## src/rtl/cs_pkg.sv

```systemverilog
// Shared types and constants for the chip-select round-robin sequencer.
package cs_pkg;

    localparam int NUM_REQ = 8;
    localparam int IDX_W   = 3;

    typedef enum logic [1:0] {
        IDLE  = 2'd0,
        GRANT = 2'd1,
        GAP   = 2'd2
    } state_t;

endpackage

```

## src/rtl/cs_decode3to8.sv

```systemverilog
// 3-to-8 active-low select decoder with active-high enable.
module cs_decode3to8
    import cs_pkg::*;
(
    input  logic [IDX_W-1:0]   idx,
    input  logic               en,
    output logic [NUM_REQ-1:0] sel_n
);

    always_comb begin
        sel_n = '1;
        if (en) begin
            sel_n[idx] = 1'b0;
        end
    end

endmodule

```

## src/rtl/cs_rr_sequencer.sv

```systemverilog
// Round-robin chip-select sequencer with break-before-make gap.
// Hold timeout is built only when CS_RR_SEQUENCER_TIMEOUT_EN is defined.
module cs_rr_sequencer
    import cs_pkg::*;
#(
    parameter int GAP_CYCLES = 1,
    parameter int MAX_HOLD   = 16
) (
    input  logic             clk,
    input  logic             rst_n,
    input  logic [7:0]       req,
    input  logic             done,
    output logic [2:0]       gnt_idx,
    output logic             gnt_valid,
    output logic [7:0]       gnt_n,
    output logic             busy,
    output logic             timeout
);

    if (GAP_CYCLES < 1 || GAP_CYCLES > 15) begin : g_bad_gap
        $error("GAP_CYCLES out of range");
    end
    if (MAX_HOLD < 1 || MAX_HOLD > 255) begin : g_bad_hold
        $error("MAX_HOLD out of range");
    end

    state_t             state_q, state_d;
    logic [IDX_W-1:0]   gnt_idx_q, gnt_idx_d;
    logic [IDX_W-1:0]   last_q, last_d;
    logic               gnt_valid_q, gnt_valid_d;
    logic [NUM_REQ-1:0] gnt_n_q, gnt_n_d;
    logic [3:0]         gap_q, gap_d;
    logic               busy_q, busy_d;
    logic               timeout_q, timeout_d;

    logic [IDX_W-1:0]   win_idx;
    logic               win_found;
    logic               rel_req;
    logic               rel_tmo;

    // Search upward from last+1; 3-bit addition wraps 7 -> 0.
    always_comb begin
        win_idx   = last_q;
        win_found = 1'b0;
        for (int k = 1; k <= NUM_REQ; k++) begin
            if (!win_found && req[last_q + IDX_W'(k)]) begin
                win_idx   = last_q + IDX_W'(k);
                win_found = 1'b1;
            end
        end
    end

    assign rel_req = done || !req[gnt_idx_q];

`ifdef CS_RR_SEQUENCER_TIMEOUT_EN
    logic [7:0] hold_q, hold_d;
    logic [8:0] hold_nxt;

    assign hold_nxt = {1'b0, hold_q} + 9'd1;
    assign rel_tmo  = !rel_req && (hold_nxt == 9'(MAX_HOLD));
    assign hold_d   = (state_q == GRANT) ? hold_nxt[7:0] : 8'd0;

    always_ff @(posedge clk) begin
        if (!rst_n) begin
            hold_q <= 8'd0;
        end else begin
            hold_q <= hold_d;
        end
    end
`else
    assign rel_tmo = 1'b0;
`endif

    always_comb begin
        state_d     = state_q;
        gnt_idx_d   = gnt_idx_q;
        last_d      = last_q;
        gnt_valid_d = gnt_valid_q;
        gap_d       = gap_q;
        timeout_d   = 1'b0;
        unique case (state_q)
            IDLE: begin
                if (win_found) begin
                    state_d     = GRANT;
                    gnt_idx_d   = win_idx;
                    last_d      = win_idx;
                    gnt_valid_d = 1'b1;
                end
            end
            GRANT: begin
                if (rel_req || rel_tmo) begin
                    state_d     = GAP;
                    gnt_valid_d = 1'b0;
                    gap_d       = 4'(GAP_CYCLES - 1);
                    timeout_d   = rel_tmo;
                end
            end
            GAP: begin
                if (gap_q == 4'd0) begin
                    state_d = IDLE;
                end else begin
                    gap_d = gap_q - 4'd1;
                end
            end
            default: state_d = IDLE;
        endcase
        busy_d = (state_d != IDLE);
    end

    cs_decode3to8 u_dec (
        .idx   (gnt_idx_d),
        .en    (gnt_valid_d),
        .sel_n (gnt_n_d)
    );

    always_ff @(posedge clk) begin
        if (!rst_n) begin
            state_q     <= IDLE;
            gnt_idx_q   <= '0;
            last_q      <= 3'd7;
            gnt_valid_q <= 1'b0;
            gnt_n_q     <= 8'hFF;
            gap_q       <= 4'd0;
            busy_q      <= 1'b0;
            timeout_q   <= 1'b0;
        end else begin
            state_q     <= state_d;
            gnt_idx_q   <= gnt_idx_d;
            last_q      <= last_d;
            gnt_valid_q <= gnt_valid_d;
            gnt_n_q     <= gnt_n_d;
            gap_q       <= gap_d;
            busy_q      <= busy_d;
            timeout_q   <= timeout_d;
        end
    end

    assign gnt_idx   = gnt_idx_q;
    assign gnt_valid = gnt_valid_q;
    assign gnt_n     = gnt_n_q;
    assign busy      = busy_q;
    assign timeout   = timeout_q;

endmodule

```

## config.mk

```make
export PLATFORM = sky130hd
export DESIGN_NAME = cs_rr_sequencer
export DESIGN_NICKNAME = d
export VERILOG_FILES = /design/src/rtl/cs_pkg.sv /design/src/rtl/cs_decode3to8.sv /design/src/rtl/cs_rr_sequencer.sv
export SDC_FILE = /design/constraint.sdc
export NUM_CORES = 1
export LEC_CHECK = 0
export ABC_CLOCK_PERIOD_IN_PS = 3400
export CAP_MARGIN = 0
export CELL_PAD_IN_SITES_DETAIL_PLACEMENT = 0
export CELL_PAD_IN_SITES_GLOBAL_PLACEMENT = 2
export CORE_MARGIN = 2
export CORE_UTILIZATION = 33
export CTS_BUF_LIST = sky130_fd_sc_hd__clkbuf_16
export DETAILED_ROUTE_END_ITERATION = 10
export PLACE_DENSITY_LB_ADDON = 0.1
export SKIP_LAST_GASP = 1
export SLEW_MARGIN = 20
export SYNTH_ARGS = -nofsm -noshare
export SYNTH_HDL_FRONTEND = slang
export SYNTH_HIERARCHICAL = 1
export SYNTH_SLANG_ARGS = --single-unit
```

## constraint.sdc

```tcl
create_clock -name clk -period 3.4 [get_ports clk]
set_input_delay 0.51 -clock clk [delete_from_list [all_inputs] [get_ports clk]]
set_output_delay 0.51 -clock clk [all_outputs]
set_load 0.01 [all_outputs]
```

* After elaboration in Yosys (flattened, before gate mapping)
Index checks and enable logic that the tools add are counted.
Word-level totals: register bits 22, input bits 11, word-level logic and storage cells 103
Operators by class: add/subtract/negate cells 8, order comparisons 11, eq/ne operators 4, mux-type cells 48, bitwise logic cells 1, reductions and logical operators 24
Operator list (count):
- less-than comparator 3 x 4 -> 1 bit, second input constant | 10
- 2-to-1 mux 3 bit | 10
- binary-select mux 1 bit (select 3 bit) | 9
- 2-to-1 mux 1 bit | 20
- adder 3 bit, second input constant | 4
- logical AND 1 bit | 8
- zero test 1 bit | 8
- 2-to-1 mux 4 bit | 2
- inverter 8 bit | 1
- case mux 4 bit (2 select lines) | 1
- adder 3 x 2 -> 3 bit, second input constant | 2
- 2-to-1 mux 2 bit | 3
- case mux 2 bit (3 select lines) | 1
- zero test 4 bit | 1
- inequality test 2 bit, second input constant | 2
- AND reduction 2 bit | 2
- nonzero test 2 bit | 2
- subtractor 4 x 1 -> 4 bit, second input constant | 1
- adder 3 x 1 -> 3 bit, second input constant | 1
- demux 1 bit (select 3 bit) | 1
- >= comparator 3 x 1 -> 1 bit, second input constant | 1
- AND reduction 3 bit | 1
- equality test 2 x 1 -> 1 bit, second input constant | 1
- equality test 2 bit, second input constant | 1
- 3 further kinds | 3

* Depth between registers and ports, before layout
depth in word-level cells 32, depth in mapped cells 15

* Cells and area by module
Netlist, hierarchy kept.
Modules (own cells, without submodules):
- cs_rr_sequencer | times used 1, cells each 217, area each 2125.8 um^2, seq. area each 440.4 um^2
- cs_decode3to8 | times used 1, cells each 8, area each 76.3 um^2, seq. area each 0.0 um^2

* Least setup slack after synthesis
OpenSTA, ideal clock, no wires.
kind reg-to-reg, from reg last_q[0], to reg gnt_n_q[0] (netlist: gnt_n[0]), setup time 126 ps, arrival time 3373 ps, path slack -99 ps, cell stages (with the launch flop) 14, buffers on the path 2, clock period less this slack 3499 ps, cells stage by stage dfxtp_1 buf_2 inv_1 ha_1 buf_6 mux2_1 mux2_4 o221ai_2 nand4_4 or2_2 a21oi_1 o41ai_2 or4b_1 nand2b_1
On the way: cells in the longest elaborated chain, start to end 32
RTL lines:
- from (decl) | RTL line cs_rr_sequencer.sv:29 | logic [IDX_W-1:0] last_q, last_d;
- from (signal assigned) | RTL line cs_rr_sequencer.sv:129 | last_q <= last_d;
- adder 3 x 1 -> 3 bit | RTL line cs_rr_sequencer.sv:46, cs_rr_sequencer.sv:47
- binary-select mux 1 bit (select 3 bit) | RTL line cs_rr_sequencer.sv:46 | if (!win_found && req[last_q + IDX_W'(k)]) begin
- 2-to-1 mux 1 bit (implied by the code) | RTL line cs_rr_sequencer.sv:46
- 2-to-1 mux 1 bit | RTL line cs_rr_sequencer.sv:46
- zero test 1 bit | RTL line cs_rr_sequencer.sv:46
- logical AND 1 bit | RTL line cs_rr_sequencer.sv:46
- 2-to-1 mux 1 bit | RTL line cs_rr_sequencer.sv:46
- zero test 1 bit | RTL line cs_rr_sequencer.sv:46
- [... 17 more ...]
- 2-to-1 mux 3 bit (*) | RTL line cs_rr_sequencer.sv:83 | if (win_found) begin
- 2-to-1 mux 3 bit (*) | RTL line cs_rr_sequencer.sv:81 | unique case (state_q)
- net gnt_idx_d[1] | RTL line cs_rr_sequencer.sv:28 | logic [IDX_W-1:0] gnt_idx_q, gnt_idx_d;
- less-than comparator 3 x 4 -> 1 bit (implied by the code) or >= comparator 3 x 1 -> 1 bit (tied branches) | RTL line cs_decode3to8.sv:13 | sel_n[idx] = 1'b0;
- logical AND 1 bit (implied by the code) | RTL line cs_decode3to8.sv:13
- 2-to-1 mux 1 bit (implied by the code) | RTL line cs_decode3to8.sv:13
- demux 1 bit (select 3 bit) (*)
- inverter 8 bit (no line) (*)
- to (signal assigned) | RTL line cs_rr_sequencer.sv:131 | gnt_n_q <= gnt_n_d;
- to (decl) | RTL line cs_rr_sequencer.sv:31 | logic [NUM_REQ-1:0] gnt_n_q, gnt_n_d;
The timed path passes the listed nets; every way through them passes the cells marked *. The select of a mux whose other input is x is not followed. A chain may end at the register's enable or synchronous reset.

* Worst setup path after layout
from reg last_q[1], to reg gnt_n_q[0] (netlist: gnt_n[0])
The elaborated chain is that of the path after synthesis.

==> run summary <==
Timing
* worst slew pin tran: 0.676 ns
* worst hold slack: 0.486 ns
* final worst setup slack: 0.150 ns
* Max transition margin: 54.8%
* Post-Route Setup TNS: 0 ns
* Slew Viols, Final: 0
* setup clock skew after layout: 0.00191 ns
* total of endpoints with negative setup slack in the final report: 0
* number of failing hold endpoints at the final stage: 0
* maximum frequency from static timing analysis: 0.308 GHz
* crit path time final: 3.25 ns
* part of the cycle the worst path needs: 95.6%

Power
* overall power after layout: 3.38 mW
* Pwr Density: 1070 nW/um^2
* design internal power: 1.91 mW
* worst voltage drop across the vdd grid: 579 uV
* leakage power figure: 1.28 nW
* combinational group share of total power: 81.8%
* part of the total power dissipated in sequential elements: 11.2%
* clock share of power: 7.1%
* proportion of total power due to net switching: 43.5%
* Net Switching: 1.47 mW

CTS
* CTS Root Buffer Type: sky130_fd_sc_hd__clkbuf_16
* # clock sinks: 22
* number of buffers added by the clock tree synthesis step: 3
* clock-pin transition on the worst setup and hold timing paths: 0.06 ns
* clock latency reported for the late side of the worst-skew pair: 0.25 ns
* maximum level of the CTS H-tree: 1
* CTS tree: built
* clk buf depth: 2

Critical path
* Largest delay share family, worst path: compound AO/OA/AOI/OAI gates
* worst path arrival time: 3.39 ns
* crit path buf inv count: 2
* Critical Path Source: last_q[1]
* WP data required: 3.54 ns
* r2r startpoint: last_q[1]
* slowest stage delay, CP: 0.50 ns
* startpoint type of the worst setup path: register
* cell chain of the critical path: inv_2 > ha_4 > buf_6 > mux2_2 > mux2_4 > o221ai_4 > o21ai_1 > a31o_2 > a211oi_4 > o41ai_4 > or4b_1 > nand2b_1
* worst setup path class: register to register
* element type at the critical path end: register
* highest-delay cell along the critical path: sky130_fd_sc_hd__or4b_1
* peak fanout along the critical path: 8

Route
* DR vias/cell: 5.41
* WL per Instance: 16.9 um
* Vias: 2038
* Residual DRC: 0
* drt initial violations: 112
* final wirelength: 6370 um
* final antenna-violating net count: 0
* first drt pass iteration count: 4

Placement
* gpl congestion: 0.818
* worst slack, placed: -0.309 ns
* Final HPWL DP: 4750 um
* number of I/O port buffers: 23
* dpl cell area: 2890 um^2
* Placed Cells incl. Taps: 370

Synthesis
* register area share after synthesis: 20.0%
* Syn Inst Count: 225
* Mean Syn Cell Area: 9.79 um^2
* number of flops mapped to enable cells by yosys: 0
* post-synthesis async set-or-reset flop share: 0%
* Synthesized Nets: 240
* YS warnings: 6
* number of distinct standard cells referenced by the synthesized netlist: 70
* Post-Syn Area: 2200 um^2
* register bit count reported by yosys: 22
* dominant synthesized flop cell: sky130_fd_sc_hd__dfxtp_1

Global route
* first-pass GRT wire length: 10400 um
* number of global-route vias before repair: 2099
* global-route usage over all layers: 17.6%
* GRT Residual Overflow: 0
* antenna violations before repair: 0
* pin count of the biggest net entering global routing: 18

Hold path
* worst min-delay path startpoint: gap_q[1]
* class of the tightest hold or removal check: register to register

Cells and area
* fraction of layout cells with a size suffix above 1: 39.3%
* Post-Layout Cell Count: 377
* net total in the final layout: 317
* post-layout instance area: 3140 um^2
* final standard cell utilization of the core: 49.2%
* number of antenna repair diodes: 0
* growth of design area from synthesis to finish: 42.8%

Job
* max-capacitance violation count: 0

Die
* overall die height: 85.7 um
* I/O pins: 25
* Horiz. Die Dim: 85.7 um
* Std-Cell Core Area: 6390 um^2
* number of placement rows: 29
* Initial Utilization: 34.5%
* die area: 7340 um^2

Run status
* result of the run: completed

==> repair_timing <==
item,CTS,global route
hold endpoints to repair,0,0
setup buffers,0,4
pin swaps,0,9
hold buffers,0,0
endpoints found under the setup margin,4,8
gates resized for setup,1,35
==> final cells by class <==
cell class,instances,area [um^2]
tap,77,96.3
inverter,8,30.0
sequential,22,442
multi-input combinational,183,1770
fill,625,3240
timing repair buffer,84,732
clock buffer,3,75.1
==> tightest hold or removal path: cells and delay by family, from the launching register on <==
family	cells	cell delay, ns
flip-flops	1	0.32
AND/OR/NAND/NOR	1	0.07
AO/OA/AOI/OAI	1	0.05
==> power groups by stage <==
stage                     combinational (mW)  clock (mW)  sequential, mW
after floorplan                         1.61           0           0.389
after global placement                  2.48           0           0.381
after CTS                               2.50       0.251           0.376
final                                   2.76       0.239           0.376
after detailed placement                2.47           0           0.379
after global routing                    2.98       0.263           0.385
==> registers in the layout (all words and copies together) (netlist names) <==
register   flops
gnt_n          8
gap_q          4
gnt_idx        3
last_q         3
state_q        2
busy           1
gnt_valid      1
==> layout by cell type, fill, tap and decap left out, types with 4 or more instances in the layout <==
cell type,n
sky130_fd_sc_hd__mux4_2,11
sky130_fd_sc_hd__a21oi_1,7
sky130_fd_sc_hd__mux2_2,7
sky130_fd_sc_hd__dfxtp_1,21
sky130_fd_sc_hd__nor2_1,13
sky130_fd_sc_hd__buf_4,57
sky130_fd_sc_hd__clkdlybuf4s50_1,15
sky130_fd_sc_hd__nand4_1,4
sky130_fd_sc_hd__mux2i_1,10
sky130_fd_sc_hd__nor3_1,6
sky130_fd_sc_hd__inv_1,6
sky130_fd_sc_hd__nand2_1,20
sky130_fd_sc_hd__nand3_1,8
sky130_fd_sc_hd__o21ai_0,4
sky130_fd_sc_hd__dlymetal6s2s_1,8
sky130_fd_sc_hd__nand2b_1,11
==> cell families (layout without fill, tap and decap cells) <==
family                   Yosys count  count (layout)  share of synthesized area [%]
AO/OA/AOI/OAI                     46              46                           19.2
XOR/XNOR                           9               9                           4.94
flip-flops                        22              22                           20.0
multiplexers                      35              35                           24.9
other                              1               1                          0.170
AND/OR/NAND/NOR                   88              88                           22.7
adder cells (fa/ha/maj)            4               4                           2.27
buffers and inverters             20              95                           5.79
==> cell usage after synthesis, types with 2 or more instances <==
master,count,share of area (%)
sky130_fd_sc_hd__dfxtp_1,22,20
sky130_fd_sc_hd__nand2_1,21,3.6
sky130_fd_sc_hd__nor2_1,14,2.4
sky130_fd_sc_hd__mux2i_1,12,5.5
sky130_fd_sc_hd__nand2b_1,11,3.1
sky130_fd_sc_hd__mux4_2,9,9.2
sky130_fd_sc_hd__a21oi_1,8,1.8
sky130_fd_sc_hd__nand3_1,8,1.8
sky130_fd_sc_hd__inv_1,7,1.2
sky130_fd_sc_hd__nor3_1,7,1.6
sky130_fd_sc_hd__mux2_2,6,3.1
sky130_fd_sc_hd__buf_6,5,2.6
sky130_fd_sc_hd__o21ai_0,5,1.1
sky130_fd_sc_hd__a211oi_1,4,1.4
sky130_fd_sc_hd__ha_1,4,2.3
sky130_fd_sc_hd__nand4_1,4,1.1
sky130_fd_sc_hd__buf_2,3,0.68
sky130_fd_sc_hd__buf_4,3,1.0
sky130_fd_sc_hd__mux2_4,3,2.0
sky130_fd_sc_hd__mux4_1,3,3.6
sky130_fd_sc_hd__nand4b_1,3,1.2
sky130_fd_sc_hd__nand4bb_1,3,1.5
sky130_fd_sc_hd__nor2b_1,3,0.85
sky130_fd_sc_hd__xor2_1,3,1.2
sky130_fd_sc_hd__a22oi_1,2,0.68
sky130_fd_sc_hd__and2_1,2,0.57
sky130_fd_sc_hd__o221ai_2,2,1.4
sky130_fd_sc_hd__o221ai_4,2,2.4
sky130_fd_sc_hd__o31ai_1,2,0.68
sky130_fd_sc_hd__xnor2_1,2,0.80
sky130_fd_sc_hd__xnor2_2,2,1.5
sky130_fd_sc_hd__xor2_2,2,1.5
==> final timing paths <==
check                           endpoint  slack, ns  cells after the start
worst max-delay path            gnt_n[0]       0.15                     12
worst min-delay path            gap_q[1]       0.49                      2
worst max register to register  gnt_n[0]       0.15                     12
worst min register to register  gap_q[1]       0.49                      2
==> metal layers <==
layer  wire length, um  part of all wire, %  track usage (%)
met1              3210                   50             26.0
met5                 0                    0                0
met3               202                  3.2             2.41
met2              2940                   46             28.6
met4                17                 0.27             1.44
Power figures use the tool's default switching activity.
